## src/rtl/julia_pixel_scan.sv

```systemverilog
// Raster-order pixel source for the Julia-set pipeline: one token per handshake with
// screen x/y, initial z0 stepped incrementally in signed fixed point, and the frame's latched c.
module julia_pixel_scan #(
  parameter int IMG_WIDTH  = 640,
  parameter int IMG_HEIGHT = 480,
  parameter int COORD_W    = 32,
  parameter int FRAC_W     = 24,
  parameter int PIX_SHIFT  = 7
) (
  input  logic                          clk,
  input  logic                          reset,
  input  logic                          start,
  input  logic signed [COORD_W-1:0]     c_real_in,
  input  logic signed [COORD_W-1:0]     c_imag_in,
  output logic                          busy,
  output logic                          frame_done,
  output logic                          out_valid,
  input  logic                          out_ready,
  output logic [$clog2(IMG_WIDTH)-1:0]  out_x,
  output logic [$clog2(IMG_HEIGHT)-1:0] out_y,
  output logic signed [COORD_W-1:0]     out_z_real,
  output logic signed [COORD_W-1:0]     out_z_imag,
  output logic signed [COORD_W-1:0]     out_c_real,
  output logic signed [COORD_W-1:0]     out_c_imag,
  output logic                          out_last
);

  localparam int X_W = $clog2(IMG_WIDTH);
  localparam int Y_W = $clog2(IMG_HEIGHT);

  localparam longint STEP_L = longint'(1) << (FRAC_W - PIX_SHIFT);
  localparam longint HALF_W_L = longint'(IMG_WIDTH / 2) * STEP_L;
  localparam longint HALF_H_L = longint'(IMG_HEIGHT / 2) * STEP_L;
  localparam longint LIM_L = longint'(1) << (COORD_W - 1);

  localparam logic signed [COORD_W-1:0] STEP = COORD_W'(STEP_L);
  localparam logic signed [COORD_W-1:0] X0   = COORD_W'(-HALF_W_L);
  localparam logic signed [COORD_W-1:0] Y0   = COORD_W'(-HALF_H_L);

  localparam logic [X_W-1:0] X_MAX = X_W'(IMG_WIDTH - 1);
  localparam logic [Y_W-1:0] Y_MAX = Y_W'(IMG_HEIGHT - 1);
  localparam logic FIRST_IS_LAST = (IMG_WIDTH == 1) && (IMG_HEIGHT == 1);

  // The half-frame offset must be representable as a signed COORD_W value.
  if (COORD_W > 63 || FRAC_W < PIX_SHIFT || HALF_W_L >= LIM_L || HALF_H_L >= LIM_L) begin : g_cfg_err
    $error("julia_pixel_scan: half-frame offset overflows COORD_W");
  end

  // Plain two's-complement step; the coordinate range never wraps for a legal configuration.
  function automatic logic signed [COORD_W-1:0] coord_step(input logic signed [COORD_W-1:0] a);
    return a + STEP;
  endfunction

  typedef enum logic [1:0] {S_IDLE, S_RUN, S_DONE} state_t;

  state_t                      r_state;
  logic                        r_busy;
  logic                        r_done;
  logic                        r_vld_p0;
  logic                        r_last_p0;
  logic [X_W-1:0]              r_x_p0;
  logic [Y_W-1:0]              r_y_p0;
  logic signed [COORD_W-1:0]   r_zr_p0;
  logic signed [COORD_W-1:0]   r_zi_p0;
  logic signed [COORD_W-1:0]   r_cr_p0;
  logic signed [COORD_W-1:0]   r_ci_p0;

  logic           w_xfer;
  logic           w_eol;
  logic [X_W-1:0] w_x_nxt;
  logic [Y_W-1:0] w_y_nxt;
  logic           w_last_nxt;

  assign w_xfer     = r_vld_p0 & out_ready;
  assign w_eol      = (r_x_p0 == X_MAX);
  assign w_x_nxt    = w_eol ? '0 : X_W'(r_x_p0 + 1'b1);
  assign w_y_nxt    = w_eol ? Y_W'(r_y_p0 + 1'b1) : r_y_p0;
  assign w_last_nxt = (w_x_nxt == X_MAX) && (w_y_nxt == Y_MAX);

  // ---- stage p0: token register, held while the consumer stalls ----
  always_ff @(posedge clk) begin
    if (reset) begin
      r_state   <= S_IDLE;
      r_busy    <= 1'b0;
      r_done    <= 1'b0;
      r_vld_p0  <= 1'b0;
      r_last_p0 <= 1'b0;
      r_x_p0    <= '0;
      r_y_p0    <= '0;
      r_zr_p0   <= '0;
      r_zi_p0   <= '0;
      r_cr_p0   <= '0;
      r_ci_p0   <= '0;
    end else begin
      case (r_state)
        S_IDLE: begin
          r_done <= 1'b0;
          if (start) begin
            r_cr_p0   <= c_real_in;
            r_ci_p0   <= c_imag_in;
            r_x_p0    <= '0;
            r_y_p0    <= '0;
            r_zr_p0   <= X0;
            r_zi_p0   <= Y0;
            r_last_p0 <= FIRST_IS_LAST;
            r_vld_p0  <= 1'b1;
            r_busy    <= 1'b1;
            r_state   <= S_RUN;
          end
        end
        S_RUN: begin
          if (w_xfer) begin
            if (r_last_p0) begin
              r_vld_p0  <= 1'b0;
              r_last_p0 <= 1'b0;
              r_done    <= 1'b1;
              r_state   <= S_DONE;
            end else begin
              r_x_p0    <= w_x_nxt;
              r_y_p0    <= w_y_nxt;
              r_last_p0 <= w_last_nxt;
              // Line wrap reloads the left edge exactly instead of subtracting a line's worth.
              if (w_eol) begin
                r_zr_p0 <= X0;
                r_zi_p0 <= coord_step(r_zi_p0);
              end else begin
                r_zr_p0 <= coord_step(r_zr_p0);
              end
            end
          end
        end
        S_DONE: begin
          r_done  <= 1'b0;
          r_busy  <= 1'b0;
          r_state <= S_IDLE;
        end
        default: begin
          r_state <= S_IDLE;
        end
      endcase
    end
  end

  assign busy       = r_busy;
  assign frame_done = r_done;
  assign out_valid  = r_vld_p0;
  assign out_last   = r_last_p0;
  assign out_x      = r_x_p0;
  assign out_y      = r_y_p0;
  assign out_z_real = r_zr_p0;
  assign out_z_imag = r_zi_p0;
  assign out_c_real = r_cr_p0;
  assign out_c_imag = r_ci_p0;

endmodule

```

## config.mk

```make
export PLATFORM = sky130hd
export DESIGN_NAME = julia_pixel_scan
export DESIGN_NICKNAME = d
export VERILOG_FILES = /design/src/rtl/julia_pixel_scan.sv
export SDC_FILE = /design/constraint.sdc
export NUM_CORES = 1
export LEC_CHECK = 0
export BUFFER_PORTS_ARGS = -buffer_cell sky130_fd_sc_hd__buf_4
export CORE_MARGIN = 5
export CORE_UTILIZATION = 50
export CTS_BUF_LIST = sky130_fd_sc_hd__clkbuf_8
export CTS_CLUSTER_SIZE = 28
export DETAILED_ROUTE_END_ITERATION = 6
export PLACE_DENSITY = 0.83
export SETUP_SLACK_MARGIN = 0.4
export SLEW_MARGIN = 0
export SYNTH_ARGS = -nofsm -noshare
export SYNTH_HDL_FRONTEND = slang
export SYNTH_SLANG_ARGS = --single-unit
```

## constraint.sdc

```tcl
create_clock -name clk -period 2.8 [get_ports clk]
set_clock_uncertainty 0.15 [all_clocks]
set_input_delay 0.14 -clock clk [delete_from_list [all_inputs] [get_ports clk]]
set_output_delay 0.14 -clock clk [all_outputs]
set_load 0.05 [all_outputs]
```

Word-level counts from Yosys, hierarchy flattened
Cells that the tools add are included.
{"block": "op_classes", "n_mux": 36, "multipliers": 0, "reduce_logical": 14, "n_addsub": 4, "shifts": 0, "eq_ne": 10, "div_mod_pow": 0, "bitwise_logic": 1, "magnitude_cmp": 0}
{"op": "$mux 32", "n": 8}
{"op": "$pmux 32 s2", "n": 2}
{"op": "$add 32x19->32 const B", "n": 2}
{"op": "$mux 10", "n": 4}
{"op": "$mux 9", "n": 4}
{"op": "$eq 10x10->1 const B", "n": 2}
{"op": "$pmux 10 s2", "n": 1}
{"op": "$pmux 9 s2", "n": 1}
{"op": "$add 10x1->10 const B", "n": 1}
{"op": "$ne 2x2->1 const B", "n": 5}
{"op": "$add 9x1->9 const B", "n": 1}
{"op": "$eq 9x9->1 const B", "n": 1}
{"op": "$reduce_and 3->1", "n": 3}
{"op": "$mux 1", "n": 8}
{"op": "$pmux 1 s2", "n": 4}
{"op": "$reduce_and 4->1", "n": 2}
{"op": "$mux 2", "n": 3}
{"op": "$reduce_bool 2->1", "n": 3}
{"op": "$reduce_and 5->1", "n": 1}
{"op": "$pmux 2 s2", "n": 1}
{"op": "$reduce_and 2->1", "n": 2}
{"op": "$eq 2x1->1 const B", "n": 1}
{"op": "$eq 2x2->1 const B", "n": 1}
{"op": "$logic_not 2->1", "n": 1}
{"op": "other kinds (3)", "n": 3}
{"block": "word_totals", "register_bits": 153, "ram_bits": 0, "out_inout_bits": 151, "inputBits": 68, "mem_bits_ro": 0, "latch_bits": 0, "mem_count": 0}

Logic depth before layout (Yosys ltp)
Gate-level depths: netlist of run 1.
{"block": "logic_depth", "word_depth": 7, "ltp_mapped": 8}

Least setup slack after synthesis of run 1
Ideal clock, no wire load.
{"block": "synth_path", "path_kind": "reg-to-reg", "from": "register r_x_p0[0], in the netlist out_x[0]", "to": "register r_y_p0[6], in the netlist out_y[6]", "n_path_buf": 1, "t_arrival_ns": 2.253, "required_ns": 2.559, "path_stages_with_launch": 8, "setup_slack_ns": 0.306, "synth_period_minus_slack_ns": 2.494, "setup_time_ns": 0.091, "path_cell_list": "dfxtp_1 -> ha_1 -> nand2_1 -> or4_1 -> buf_2 -> nor2_4 -> a41oi_1 -> a311oi_1"}
{"block": "synth_between", "elab_chain_cells": 5}
{"item": "from (decl)", "line_no": "61", "rtl": "logic [X_W-1:0] r_x_p0;"}
{"item": "from (signal assigned)", "line_no": "119", "rtl": "r_x_p0 <= w_x_nxt;"}
{"item": "$eq 10x10->1", "line_no": "75", "rtl": "assign w_eol = (r_x_p0 == X_MAX);"}
{"item": "$mux 9", "line_no": "77", "rtl": "assign w_y_nxt = w_eol ? Y_W'(r_y_p0 + 1'b1) : r_y_p0;"}
{"item": "$mux 9", "line_no": "113", "rtl": "if (r_last_p0) begin"}
{"item": "$mux 9", "line_no": "112", "rtl": "if (w_xfer) begin"}
{"item": "$pmux 9 s2", "line_no": "95", "rtl": "case (r_state)"}
{"item": "to (signal assigned)", "line_no": "120", "rtl": "r_y_p0 <= w_y_nxt;"}
{"item": "to (decl)", "line_no": "62", "rtl": "logic [Y_W-1:0] r_y_p0;"}
No other way between the ends. The select of a mux whose other input is x is not followed.
A chain may end at the register's enable or synchronous reset.

Final worst setup path of run 1
{"block": "layout_path", "from": "register r_x_p0[0], in the netlist out_x[0]", "to": "register r_zi_p0[26], in the netlist out_z_imag[26]"}
{"block": "layout_between", "elab_chain_cells": 3}
{"item": "$eq 10x10->1", "line_no": "75"}
{"item": "$ne 2x2->1 (no line)"}
{"item": "$reduce_and 5->1 (no line)"}
{"item": "to (signal assigned)", "line_no": "125", "rtl": "r_zi_p0 <= coord_step(r_zi_p0);"}
{"item": "to (decl)", "line_no": "64", "rtl": "logic signed [COORD_W-1:0] r_zi_p0;"}
No other way between the ends.

==> flow_summary.toml, run 1 <==
[pwr]
swShare = 0.325
pwr-share-clk = 0.378
seq_power_share = 0.408
power_density_nw_per_um2 = 589
switching_power_w = 0.00147
p_comb_frac = 0.214
max-vdd-ir-drop_v = 0.000372
internal-power_w = 0.00306
leakage_nw = 3.22

[critical_path]
worstPathMaxFanout = 7
crit_chain = "ha_1 -> and4b_1 -> nand3_2 -> a211oi_2 -> nand3_1 -> xor2_1 -> a21oi_1"
end_kind = "flop"
worst_setup_path_start_kind = "flop"
crit_required_ns = 2.98
critPathArrivalTime_ns = 2.48
timing.rr.start = "out_x[0]$_SDFFE_PP0P_"
worstReg2RegEnd = "out_z_imag[26]$_SDFFE_PP0P_"
critPathSlowestCell = "a211oi_2"
rr_worst_depth = 7
worstSetupPathType = "flop to flop"
max_stage_delay_ns = 0.47
r2r_slack_ns = 0.50

[synth]
synthCells = 658
synth_area_sq_um = 5240
ys_seq_area_frac = 0.455
ys.flop_type = "dfxtp_1"
synth_area_per_cell_sq_um = 7.96
ys_types = 52
synth_edf_count = 0
async_flop_share = 0
yosys_warnings = 0
ys_ff_latch = 119

[layout]
final_area_sq_um = 7700
drive_gt1_frac = 0.267
fillers = 706
layout_commonest_cell = "buf_4"
num-nets-final = 965
areaGrowthSynthToFinish_pct = 47.0
mostFrequentLayoutCells = "191 x buf_4, 164 x nand2_1, 117 x dfxtp_1"

[die]
die_height_um = 112
ios = 219
initial_core_util = 0.510
design.core.area_sq_um = 10300
num_rows = 37
die_w_um = 112
die-area_sq_um = 12600

[grt]
antenna_found_initial = 1
grt_max_degree = 70
gr-total-overflow = 0
grt_pass1_vias = 5516
grt_pass1_wl_mm = 27.6
grt_usage = 0.267

[place]
portBuffers = 184
hpwl_mm = 11.0
placed_cell_area_sq_um = 6570
preCtsSetupSlack_ns = 0.437
gp_congestion = 0.896

[outcome]
status = "complete, but fails checks"
failed_checks = "design-rule violations"

[worst_hold_path]
hold_depth = 2
hold_end = "out_z_real[18]$_SDFFE_PP0P_"
hold_path_class = "primary input to flop"
hold_start = "reset"

[route]
drt-total-wl_mm = 17.5
drt-initial-drc-count = 558
via_per_inst = 5.40
vias = 5622
wl_per_cell_um = 16.8
drt_pass1_iterations = 7
drcViolationCount = 24
ant_nets = 0

[clocking]
cts_buffer_depth = 2
clockRootBuffer = "clkbuf_8"
numCtsBuffers = 17
cts_tree = "built"
cts_sinks = 119
path_clk_slew_ns = 0.08
clk_latency_ns = 0.41
cts_max_level = 4

[sta]
worst_slack_ns = 0.501
finalHoldViolations = 0
setup-violations-final = 0
period_minus_slack_ns = 2.30
drv_slew = 0
max_freq_mhz = 435
rsz0062_at_grt = "yes"
finalSetupTns_ns = 0
relSlewSlack = 0.519
worst_pin_slew_ns = 0.721
period_share = 0.821

[run]
cap_violations = 0
[state kept, by name, summed over array words and instances, names as in the netlist, 2 cells and up]
register    count
out_c_real     32
r_state         2
out_z_imag     15
out_c_imag     32
out_x          10
out_y           9
out_z_real     15
[per-stage QoR]
step | power (W) | util | std cells | hold WS (ns)
after global placement | 0.00274 | 0.639 | 943 | 0.236
after floorplan | 0.00251 | - | 691 | 0.126
after global routing | 0.00470 | 0.749 | 1042 | 0.0513
final | 0.00454 | 0.749 | 1042 | 0.0596
after detailed placement | 0.00276 | 0.639 | 943 | 0.244
after CTS | 0.00453 | 0.747 | 1040 | 0.0209
[Yosys cell counts (4+ instances only)]
cell type	n	share of area
nor2_1	34	0.024
clkbuf_1	33	0.024
nand4_1	10	0.012
xor2_1	20	0.033
nor2b_1	4	0.0048
nand2_1	165	0.12
nor3_1	14	0.013
ha_1	4	0.0096
nand3_1	17	0.016
a21oi_1	106	0.10
nand2b_1	5	0.0060
and3_1	7	0.0084
a311oi_1	7	0.012
dfxtp_1	119	0.45
o21ai_0	13	0.012
buf_4	34	0.049
xnor2_1	8	0.013
nor4_1	6	0.0072
[worst max-delay path: cells and delay by family (launching register included)]
| kind | cells | cell delay [ns] |
|---|---|---|
| xor+xnor | 1 | 0.16 |
| simple gates | 3 | 0.64 |
| flops | 1 | 0.39 |
| compound gates | 2 | 0.62 |
| fa+ha+maj | 1 | 0.27 |
[cell families after synthesis]
group / share of synthesized area
compound gates: 0.153
xor+xnor: 0.0468
simple gates: 0.251
buf+inv: 0.0824
fa+ha+maj: 0.00955
flops: 0.455
mux: 0.00191
other cells: 0.000716
[cell type report]
class / count / area [sq um] / area share
antenna: 1 / 2.50 / 0.000325
clock buffer: 17 / 234 / 0.0304
clock inverter: 14 / 200 / 0.0260
inverter: 2 / 7.51 / 0.000975
multi-input combinational: 495 / 2590 / 0.336
sequential: 119 / 2380 / 0.310
tap: 136 / 170 / 0.0221
timing repair buffer: 258 / 2110 / 0.275
[routing by layer]
| layer | part of all wire | wire length, um | GRT usage |
|---|---|---|---|
| met2 | 0.50 | 8850 | 0.454 |
| met4 | 0.049 | 864 | 0.155 |
| met1 | 0.38 | 6610 | 0.307 |
| met5 | 0 | 0 | 0 |
| met3 | 0.069 | 1210 | 0.0598 |
[power groups by stage]
stage          clock, W  sequential [W]  combinational (W)
2_1_floorplan         0         0.00217           0.000337
4_1_cts         0.00173         0.00185           0.000952
6_report        0.00171         0.00185           0.000971
3_3_place_gp          0         0.00188           0.000859
3_5_place_dp          0         0.00188           0.000874
5_1_grt         0.00182         0.00186            0.00102
[timing repair]
action / CTS / global route
setup buffers: 0 / 1
resized for setup: 1 / 5
hold buffers: 66 / 0
pin swaps: 0 / 2
endpoints found under the setup margin: 1 / 13
endpoints found under the hold margin: 68 / 0
[worst max-delay path by stage]
stage	slack (ns)	cells past startpoint	end	start
finish	0.50	7	out_z_imag[26]$_SDFFE_PP0P_	out_x[0]$_SDFFE_PP0P_
detailed placement	0.44	7	out_z_imag[17]$_SDFFE_PP0P_	out_x[0]$_SDFFE_PP0P_
CTS	0.48	6	out_y[3]$_SDFFE_PP0P_	out_x[0]$_SDFFE_PP0P_
global route	0.38	7	out_z_imag[26]$_SDFFE_PP0P_	out_x[0]$_SDFFE_PP0P_
floorplan	0.44	7	out_y[6]$_SDFFE_PP0P_	out_x[5]$_SDFFE_PP0P_
global placement	0.57	7	out_z_imag[17]$_SDFFE_PP0P_	out_x[0]$_SDFFE_PP0P_
Note: power is estimated with default switching activity, not from simulation.
==> run 2: changes to the inputs <==
--- a/config.mk
+++ b/config.mk
@@ -5,13 +5,14 @@
 export SDC_FILE = /design/constraint.sdc
 export NUM_CORES = 1
 export LEC_CHECK = 0
+export ABC_AREA = 1
 export BUFFER_PORTS_ARGS = -buffer_cell sky130_fd_sc_hd__buf_4
 export CORE_MARGIN = 5
 export CORE_UTILIZATION = 50
 export CTS_BUF_LIST = sky130_fd_sc_hd__clkbuf_8
 export CTS_CLUSTER_SIZE = 28
 export DETAILED_ROUTE_END_ITERATION = 6
-export PLACE_DENSITY = 0.83
+export PLACE_DENSITY = 0.82
 export SETUP_SLACK_MARGIN = 0.4
 export SLEW_MARGIN = 0
 export SYNTH_ARGS = -nofsm -noshare
==> constraint.sdc (replaced) <==
create_clock -name clk -period 2.4 [get_ports clk]
set_clock_uncertainty 0.15 [all_clocks]
set_input_delay 0.12 -clock clk [delete_from_list [all_inputs] [get_ports clk]]
set_output_delay 0.12 -clock clk [all_outputs]
set_load 0.05 [all_outputs]
==> flow_summary.toml, run 2 <==
[route]
drt_pass1_iterations = 6
drt-initial-drc-count = 466
wl_per_cell_um = 15.2
drt-total-wl_mm = 18.1
vias = 6147
ant_nets = 0
drcViolationCount = 0
via_per_inst = 5.17

[synth]
ys_types = 36
synth.area.top_cells = "dfxtp_1 43%, nor2_1 10%, nand2_1 8.7%"
ys_ff_latch = 119
synth_edf_count = 0
yosysTopAreaCellShare = 0.432
synthCells = 781
synth_area_sq_um = 5510
synth_top_area_cell = "dfxtp_1"
yosys_warnings = 0
ys_seq_area_frac = 0.432
synth_most_common_cell = "nor2_1"
ys.flop_type = "dfxtp_1"
async_flop_share = 0
synth_common_cells = "154 x nor2_1, 128 x nand2_1, 119 x dfxtp_1"
synth_area_per_cell_sq_um = 7.06

[layout]
instances_no_fill = 1188
final_area_sq_um = 8150
multiInputGateArea_sq_um = 2700
regArea_sq_um = 2420
utilization = 0.752
fillers = 781
areaGrowthSynthToFinish_pct = 47.9
mostFrequentLayoutCells = "199 x buf_4, 150 x nor2_1, 125 x nand2_1"
layout_commonest_cell = "buf_4"
antenna_cells = 0
drive_gt1_frac = 0.282
num-nets-final = 1107

[critical_path]
crit_buf_inv = 4
r2r_slack_ns = 0.50
crit_family = "simple AND/OR/NAND/NOR gates"
critPathArrivalTime_ns = 2.10
end_kind = "flop"
max_stage_delay_ns = 0.38
crit_chain = "inv_2 -> nor2_8 -> nand2_2 -> nand2_1 -> inv_2 -> o21ai_4 -> nor2_4 -> inv_4 -> buf_12 -> nor2_1 -> nor2_1"
crit_required_ns = 2.59
worstSetupPathType = "flop to flop"
worstPathMaxFanout = 34
critPathSlowestCell = "dfxtp_2"
worst_setup_path_start_kind = "flop"

[clocking]
clockRootBuffer = "clkbuf_8"
cts_buffer_depth = 2
cts_tree = "built"
path_clk_slew_ns = 0.09
cts_sinks = 119
numCtsBuffers = 17
clk_latency_ns = 0.41
cts_max_level = 4

[sta]
period_minus_slack_ns = 1.90
finalSetupTns_ns = 0
setup-violations-final = 0
rsz0062_at_grt = "no"
drv_slew = 0
max_freq_mhz = 526
finalHoldViolations = 0
period_share = 0.792

[run]
cap_violations = 0

[die]
num_rows = 38
design.core.area_sq_um = 10800
initial_core_util = 0.508
die_w_um = 115
die_height_um = 115
ios = 219
die-area_sq_um = 13200

[pwr]
swShare = 0.450
leakage_nw = 3.68
total_power_w = 0.00738
p_comb_frac = 0.419
internal-power_w = 0.00406
power_density_nw_per_um2 = 905
pwr-share-clk = 0.235
seq_power_share = 0.346
max-vdd-ir-drop_v = 0.000697
switching_power_w = 0.00332

[place]
portBuffers = 184
placed_cell_area_sq_um = 6940
place_inst = 1081
hpwl_mm = 11.0
gp_congestion = 0.918

[worst_hold_path]
hold_path_class = "primary input to flop"

[grt]
grt_pass1_vias = 5959
grt_max_degree = 68
gr-total-overflow = 0
antenna_found_initial = 0
grt_pass1_wl_mm = 29.2
grt_usage = 0.271

[outcome]
status = "finished, final reports clean"
run 2: cell count changes in the layout (fill, tap and decap cells not counted), moves of 7 or more:
cell | previous run | this run
a21oi_1 | 106 | 49
a311oi_1 | 7 | 0
buf_4 | 191 | 199
dfxtp_1 | 117 | 98
dfxtp_2 | 2 | 17
inv_1 | 2 | 55
inv_2 | 0 | 7
nand2_1 | 164 | 125
nand3_1 | 17 | 39
nor2_1 | 33 | 150
o21ai_0 | 13 | 46
o21ai_1 | 0 | 38
xor2_1 | 20 | 4
run 2: logic make-up after synthesis:
| kind of cell | share of synthesized area |
|---|---|
| simple gates | 0.290 |
| buf+inv | 0.118 |
| compound gates | 0.136 |
| flops | 0.432 |
| fa+ha+maj | 0.00908 |
| xor+xnor | 0.0127 |
| other cells | 0.000680 |
run 2: path summary, 6_finish.rpt:
check | startpoint | endpoint | depth (start not counted)
max | r_state[0]$_SDFFE_PP0P_ | out_c_imag[21]$_SDFFE_PP0P_ | 11
min | start | r_state[1]$_SDFFE_PP0P_ | 5
max reg2reg | r_state[0]$_SDFFE_PP0P_ | out_c_imag[21]$_SDFFE_PP0P_ | 11
min reg2reg | out_x[9]$_SDFFE_PP0P_ | out_x[9]$_SDFFE_PP0P_ | 2
run 2: per-layer routing:
metal  track usage  wire length (um)  vias to the layer above
li1              -                 -                     2971
met1         0.335              7100                     2811
met2         0.444              8740                      321
met3        0.0926              1820                       44
met4        0.0861               457                        0
met5             0                 0                        -
run 2: cell type report:
class	instances	share of cell area
inverters	64	0.0307
repair buffers	269	0.274
clock buffers	17	0.0287
clock inverters	15	0.0175
flip-flops and latches	119	0.297
well taps	140	0.0215
multi-input cells	564	0.331
run 2: what timing repair did:
item | in CTS | in global routing
pin swaps | 2 | 4
hold endpoints to repair | 79 | 0
buffers inserted | 6 | 3
setup endpoints to repair | 78 | 55
resized for setup | 7 | 24
hold buffers | 66 | 0
run 2: per-stage QoR:
stage	hold slack [ns]	setup WS (ns)
5_1_grt	0.0743	0.382
2_1_floorplan	0.105	0.419
6_report	0.0773	0.499
3_3_place_gp	0.189	0.233
4_1_cts	0.0174	0.401
3_5_place_dp	0.198	0.170
run 2: power groups by stage:
stage / registers, W / clock network [W] / logic [W]
after floorplan: 0.00364 / 0 / 0.000964
after global placement: 0.00256 / 0 / 0.00284
after detailed placement: 0.00256 / 0 / 0.00287
after CTS: 0.00253 / 0.00177 / 0.00300
after global routing: 0.00260 / 0.00187 / 0.00326
final: 0.00256 / 0.00173 / 0.00309
run 2: worst register-to-register path: stages, from the launching register on:
cell,delay (ns)
dfxtp_2,0.38
inv_2,0.07
nor2_8,0.12
nand2_2,0.06
nand2_1,0.14
inv_2,0.07
o21ai_4,0.11
nor2_4,0.08
inv_4,0.20
buf_12,0.24
nor2_1,0.08
nor2_1,0.15
